**config.mk**
```make
export PLATFORM = sky130hd
export DESIGN_NAME = instruction_cache
export DESIGN_NICKNAME = d
export VERILOG_FILES = /design/src/rtl/instruction_cache.sv
export SDC_FILE = /design/constraint.sdc
export NUM_CORES = 2
export LEC_CHECK = 0
export CAP_MARGIN = 0
export CORE_AREA = 4 4 395 397
export CTS_CLUSTER_DIAMETER = 50
export DETAILED_ROUTE_END_ITERATION = 10
export DIE_AREA = 0 0 399 401
export SLEW_MARGIN = 5
export SYNTH_ARGS = -nofsm -noshare
export SYNTH_HDL_FRONTEND = slang
export SYNTH_SLANG_ARGS = --single-unit
```
**constraint.sdc**
```tcl
create_clock -name CLK -period 4.1 [get_ports CLK]
set_clock_uncertainty 0.1 [all_clocks]
set_input_delay 1.025 -clock CLK [delete_from_list [all_inputs] [get_ports CLK]]
set_output_delay 1.025 -clock CLK [all_outputs]
set_load 0.05 [all_outputs]
```
**src/rtl/instruction_cache.sv**
```systemverilog
// ---------------------------------------------------------------------------
// instruction_cache
//   Read-only, direct-mapped instruction cache: 8 lines of 16-byte (4-word)
//   blocks over a 10-bit byte address. Hits return the word in the same
//   cycle. A miss fetches the whole block from instruction memory and then
//   refills the line.
//
// Ports
//   CLK           in   1    single clock, rising edge
//   RESET         in   1    synchronous, active-high reset
//   PC            in   32   fetch byte address (bits [31:10] and [1:0] unused)
//   INSTRUCTION   out  32   fetched word (byte at PC in [7:0])
//   BUSYWAIT      out  1    high while INSTRUCTION is not yet valid
//   mem_read      out  1    block read request to instruction memory
//   mem_address   out  6    block address {tag, index} of the pending miss
//   mem_readdata  in   128  returned block, word k at [32k+31:32k]
//   mem_busywait  in   1    memory busy while the read is in progress
//
// Memory handshake: mem_read is held high with a stable mem_address for the
// whole MEM_READ state; the block is taken from mem_readdata on the edge
// that leaves UPDATE, i.e. one cycle after mem_busywait was seen low.
// ---------------------------------------------------------------------------
module instruction_cache (
    input  logic         CLK,
    input  logic         RESET,
    input  logic [31:0]  PC,
    output logic [31:0]  INSTRUCTION,
    output logic         BUSYWAIT,
    output logic         mem_read,
    output logic [5:0]   mem_address,
    input  logic [127:0] mem_readdata,
    input  logic         mem_busywait
);

    typedef enum logic [1:0] {
        IDLE     = 2'd0,
        MEM_READ = 2'd1,
        UPDATE   = 2'd2
    } state_t;

    state_t       state_q, state_d;
    logic [7:0]   valid_q, valid_d;
    logic [2:0]   tag_q  [8];
    logic [2:0]   tag_d  [8];
    logic [127:0] data_q [8];
    logic [127:0] data_d [8];
    logic [2:0]   miss_tag_q, miss_tag_d;
    logic [2:0]   miss_index_q, miss_index_d;
    logic         mem_read_q, mem_read_d;

    logic [1:0]   pc_offset;
    logic [2:0]   pc_index;
    logic [2:0]   pc_tag;
    logic         hit;
    logic [127:0] line_data;
    logic         unused_pc;

    assign pc_offset = PC[3:2];
    assign pc_index  = PC[6:4];
    assign pc_tag    = PC[9:7];
    assign unused_pc = ^{PC[31:10], PC[1:0]};

    assign hit       = valid_q[pc_index] && (tag_q[pc_index] == pc_tag);
    assign line_data = data_q[pc_index];

    // The indexed line is always driven, so the word is don't-care outside
    // an IDLE hit but never X (data is cleared on reset).
    assign INSTRUCTION = line_data[{pc_offset, 5'b00000} +: 32];

    // Reset masks the CPU-facing stall and the memory request immediately.
    assign BUSYWAIT    = RESET ? 1'b0 : ((state_q == IDLE) ? !hit : 1'b1);
    assign mem_read    = mem_read_q && !RESET;
    assign mem_address = {miss_tag_q, miss_index_q};

    always_comb begin
        state_d      = state_q;
        valid_d      = valid_q;
        tag_d        = tag_q;
        data_d       = data_q;
        miss_tag_d   = miss_tag_q;
        miss_index_d = miss_index_q;
        mem_read_d   = mem_read_q;

        case (state_q)
            IDLE: begin
                // Latch the missing block so later PC changes cannot
                // redirect the fetch or the refill.
                if (!hit) begin
                    miss_tag_d   = pc_tag;
                    miss_index_d = pc_index;
                    mem_read_d   = 1'b1;
                    state_d      = MEM_READ;
                end
            end
            MEM_READ: begin
                if (!mem_busywait) begin
                    mem_read_d = 1'b0;
                    state_d    = UPDATE;
                end
            end
            UPDATE: begin
                valid_d[miss_index_q] = 1'b1;
                tag_d[miss_index_q]   = miss_tag_q;
                data_d[miss_index_q]  = mem_readdata;
                state_d               = IDLE;
            end
            default: begin
                mem_read_d = 1'b0;
                state_d    = IDLE;
            end
        endcase
    end

    always_ff @(posedge CLK) begin
        if (RESET) begin
            state_q      <= IDLE;
            valid_q      <= '0;
            miss_tag_q   <= '0;
            miss_index_q <= '0;
            mem_read_q   <= 1'b0;
            for (int i = 0; i < 8; i++) begin
                tag_q[i]  <= '0;
                data_q[i] <= '0;
            end
        end else begin
            state_q      <= state_d;
            valid_q      <= valid_d;
            miss_tag_q   <= miss_tag_d;
            miss_index_q <= miss_index_d;
            mem_read_q   <= mem_read_d;
            for (int i = 0; i < 8; i++) begin
                tag_q[i]  <= tag_d[i];
                data_q[i] <= data_d[i];
            end
        end
    end

endmodule

```
==> run summary <==
After routing the design area is 0.05446 mm². The post-route netlist has 15.63% of its cells at a drive strength greater than 1. The die outline height came out at 401 µm. The layout net count came out at 5,312.

The number of buffers on the longest clock path is 3. Counting flops with a built-in enable in the synthesized netlist gives 0. The flow ran to the end, but the final reports show violations. For this run, the detailed router's first-pass iteration total came to 6. The CTS H-tree depth came out at 3. The source of the worst register-to-register timing path is miss_index_q[0]. The number of buffers inserted for hold repair after clock tree synthesis came out at 0. Setup violations remaining at the end of the flow were counted as 31. The number of rows created at floorplan came out at 143.

The tool flagged a number of max-cap violations equal to 0. The type of destination of the critical path is a primary output. The checks that failed: negative setup slack. In this run the power density over the cells is 422.4 mW/mm². Measured against its own limit, the worst slew margin works out to 28.78%.

Sorting the synthesized cells by area gives the leading types as sky130_fd_sc_hd__dfxtp_1, sky130_fd_sc_hd__nand2_1, sky130_fd_sc_hd__mux4_2. The peak ir drop on the vdd network is 0.3878 mV. The post-synthesis cell type with the largest combined area is sky130_fd_sc_hd__dfxtp_1.

For this configuration, the core starts out at a cell density of 29.90%. During synthesis, Yosys emitted a total of 0 warnings. The worst register-to-register path ends at data_q[324]. The most frequent cell after synthesis is sky130_fd_sc_hd__nand2_1. The worst setup slack after placement came out at -0.2951 ns.

The global routing usage summed across all routing layers came out at 19.61%. The number of fill cells came out at 15,160. The area after detailed placement came out at 0.04900 mm². The area growth from synthesis to layout is 19.89%.

For the worst flop-to-flop path, the logic depth is 5. The actual slew at the worst max-slew pin came out at 1.063 ns. The synthesized area per cell came out at 8.710 µm². The post-route minimum period came out at 4.240 ns. In this run the most critical hold path is launched from data_q[523]. The total CTS buffers is 118. The wire length after detailed routing is 162,100 µm. The path class of the tightest hold or removal check is register to register.

The count of buffers added on input and output ports is 178. The via count of the first global-routing pass is 36,550. The net switching power of the design came out at 5.296 mW. After floorplanning, the core was sized to cover 0.1519 mm².

The internal reg-to-reg setup slack came out at 1.22 ns. Of all flip-flops after synthesis, the portion carrying an async set or reset was 0%. The CTS clock-pin slew for the worst setup and hold paths is 0.06 ns.

The clock insertion delay at the later pin of the skew report is 0.70 ns. The total power after layout came out at 23.00 mW. Entering global routing, the biggest net connects 206 pins. The weighted congestion reported at the end of routability-driven placement came out at 0.8211. In the routed design, unresolved DRC markers number 0. The first routing iteration left 3,905 violations. The arrival time at the worst endpoint is 3.12 ns. The count of nets left with antenna violations after detail routing is 0. The post-synthesis cell type count came out at 30.

For this design the static power due to leakage is 17.56 nW. The initial antenna violation count is 57. Clock tree synthesis found a total of 1,065 sinks. The clock tree root buffer cell is sky130_fd_sc_hd__clkbuf_16. Sorting the synthesized cells by how often they occur yields sky130_fd_sc_hd__nand2_1, sky130_fd_sc_hd__dfxtp_1, sky130_fd_sc_hd__a21oi_1.

Tracing the worst setup path back leads to its startpoint at PC[4]. The fraction of synthesized cell area taken by the top area cell type came out at 46.94%. Synthesis produced a netlist whose cell count is 5,215. The routed length per instance came out at 22.22 µm. The required time at the worst-slack endpoint is 2.97 ns. The final max-slew violation count is 0. The average via count per standard cell is 5.151. The first global-routing pass estimated 239,200 µm of wire.

The die width is 399 µm. The critical path in this run is classified as input port to primary output. STA classifies the critical path startpoint as an input port. The worst-case hold path end point is data_q[523]. The worst-path maximum fanout came out at 6.

Setup repair after global routing could not meet its margin everywhere. The proportion of synthesized chip area in sequential cells came out at 46.94%. Summing every instance area after synthesis gives 0.04542 mm². Dividing the final minimum period by the clock period gives 103.4%. The part of the power in registers is 45.4%. Among all flip-flop cells after synthesis, the most frequent one is sky130_fd_sc_hd__dfxtp_1.

The half-perimeter wire length after placement is 97,730 µm. The combinational cell fraction of total power is 5.9%. Net switching is 23.02% of the power. The number of synthesized register bits is 1,065.

The hold path depth came out at 2. Per report_power, the clock group accounts for 48.6% of the total. When the netlist entered floorplanning its net count stood at 5,378. The count of boundary I/O pins is 203. The top achievable clock speed came out at 235.8 MHz. TritonCTS built the clock tree. The total global routing overflow is 0. The final worst-path setup slack came out at -0.1404 ns. Detailed routing inserted a total of 37,580 vias. The core occupancy in the finished layout came out at 35.85%. The number of endpoints with negative hold slack in the final report is 0. The cell-internal power is 17.71 mW. The die area is 0.1600 mm².
[worst max path at each step]
stage	end	cells after the start
floorplan	INSTRUCTION[23]	6
global placement	BUSYWAIT	10
detailed placement	BUSYWAIT	10
CTS	INSTRUCTION[19]	7
global route	INSTRUCTION[23]	7
finish	INSTRUCTION[6]	8
[sequential cells by signal, summed over array words and instances, names as in the netlist]
signal,cells
state_q,2
tag_q,24
data_q,1024
mem_read_q,1
miss_tag_q,3
miss_index_q,3
valid_q,8
[repair_timing]
item	4_1_cts	5_1_grt
gates resized for setup	123	19
setup buffers	27	6
endpoints found under the setup margin	33	33
pin swaps	0	2
gates cloned	13	5
[metrics by stage]
| step | cells | hold WS (ns) | TNS [ns] |
|---|---|---|---|
| after floorplan | 5215 | 0.3331 | 0 |
| after global placement | 7013 | 0.3380 | -8.042 |
| after detailed placement | 7013 | 0.3434 | -8.138 |
| after CTS | 7272 | 0.3511 | -3.572 |
| after global routing | 7281 | 0.3645 | -3.785 |
| final | 7295 | 0.3502 | -3.010 |
[final cells by class]
type | instances | area (µm²) | area share (%)
Inverter | 2 | 7.507 | 0.01378
Antenna cell | 17 | 42.54 | 0.07811
Multi-Input combinational cell | 3587 | 21630 | 39.72
Timing Repair Buffer | 375 | 4770 | 8.758
Tap cell | 2030 | 2540 | 4.664
Clock buffer | 161 | 3397 | 6.238
Clock inverter | 58 | 752.0 | 1.381
Sequential cell | 1065 | 21320 | 39.15
[cells in the final DEF (no fill, tap or decap), types with 18 or more instances in the layout]
master / Yosys / final
sky130_fd_sc_hd__buf_16: 0 / 18
sky130_fd_sc_hd__mux2i_1: 18 / 18
sky130_fd_sc_hd__buf_12: 0 / 70
sky130_fd_sc_hd__buf_6: 5 / 30
sky130_fd_sc_hd__clkbuf_8: 0 / 24
sky130_fd_sc_hd__clkbuf_16: 0 / 125
sky130_fd_sc_hd__dfxtp_1: 1065 / 1065
sky130_fd_sc_hd__nor2_1: 22 / 20
sky130_fd_sc_hd__mux2_4: 0 / 32
sky130_fd_sc_hd__buf_4: 130 / 92
sky130_fd_sc_hd__clkdlybuf4s50_1: 0 / 138
sky130_fd_sc_hd__clkinv_2: 0 / 18
sky130_fd_sc_hd__a21oi_1: 1049 / 1048
sky130_fd_sc_hd__mux4_2: 325 / 325
sky130_fd_sc_hd__buf_8: 0 / 20
sky130_fd_sc_hd__nand2_1: 2104 / 2098
[power by group through the flow]
stage | Combinational (mW) | Sequential, mW | Clock (mW)
after global placement | 1.21 | 10.7 | 0
after floorplan | 0.784 | 10.7 | 0
after detailed placement | 1.23 | 10.7 | 0
after global routing | 1.44 | 10.5 | 11.8
after CTS | 1.34 | 10.4 | 11.3
final | 1.36 | 10.5 | 11.2
[worst max-delay path: stages]
cell and delay, ns:
sky130_fd_sc_hd__buf_16 0.14, sky130_fd_sc_hd__buf_12 0.15, sky130_fd_sc_hd__buf_12 0.11, sky130_fd_sc_hd__buf_6 0.08
sky130_fd_sc_hd__mux4_2 0.51, sky130_fd_sc_hd__mux4_2 0.56, sky130_fd_sc_hd__mux2_4 0.34, sky130_fd_sc_hd__buf_8 0.16
[layer usage]
metal	up-vias	track usage, %	part of all wire [%]
met4	18	5.537	2.8
met2	1565	30.87	46
met5	-	0	0.067
met3	310	4.593	9.3
li1	17300	-	-
met1	18390	26.87	42
[cells by family after synthesis]
| logic type | count (synthesis) | synth area share [%] |
|---|---|---|
| AOI/OAI and AO/OA | 1053 | 11.69 |
| DFF | 1065 | 46.94 |
| xor gates and xnor gates | 3 | 0.05785 |
| buffers and inverters | 563 | 6.016 |
| and+or+nand+nor | 2155 | 17.97 |
| muxes | 376 | 17.33 |
(Power assumes the default switching activity.)
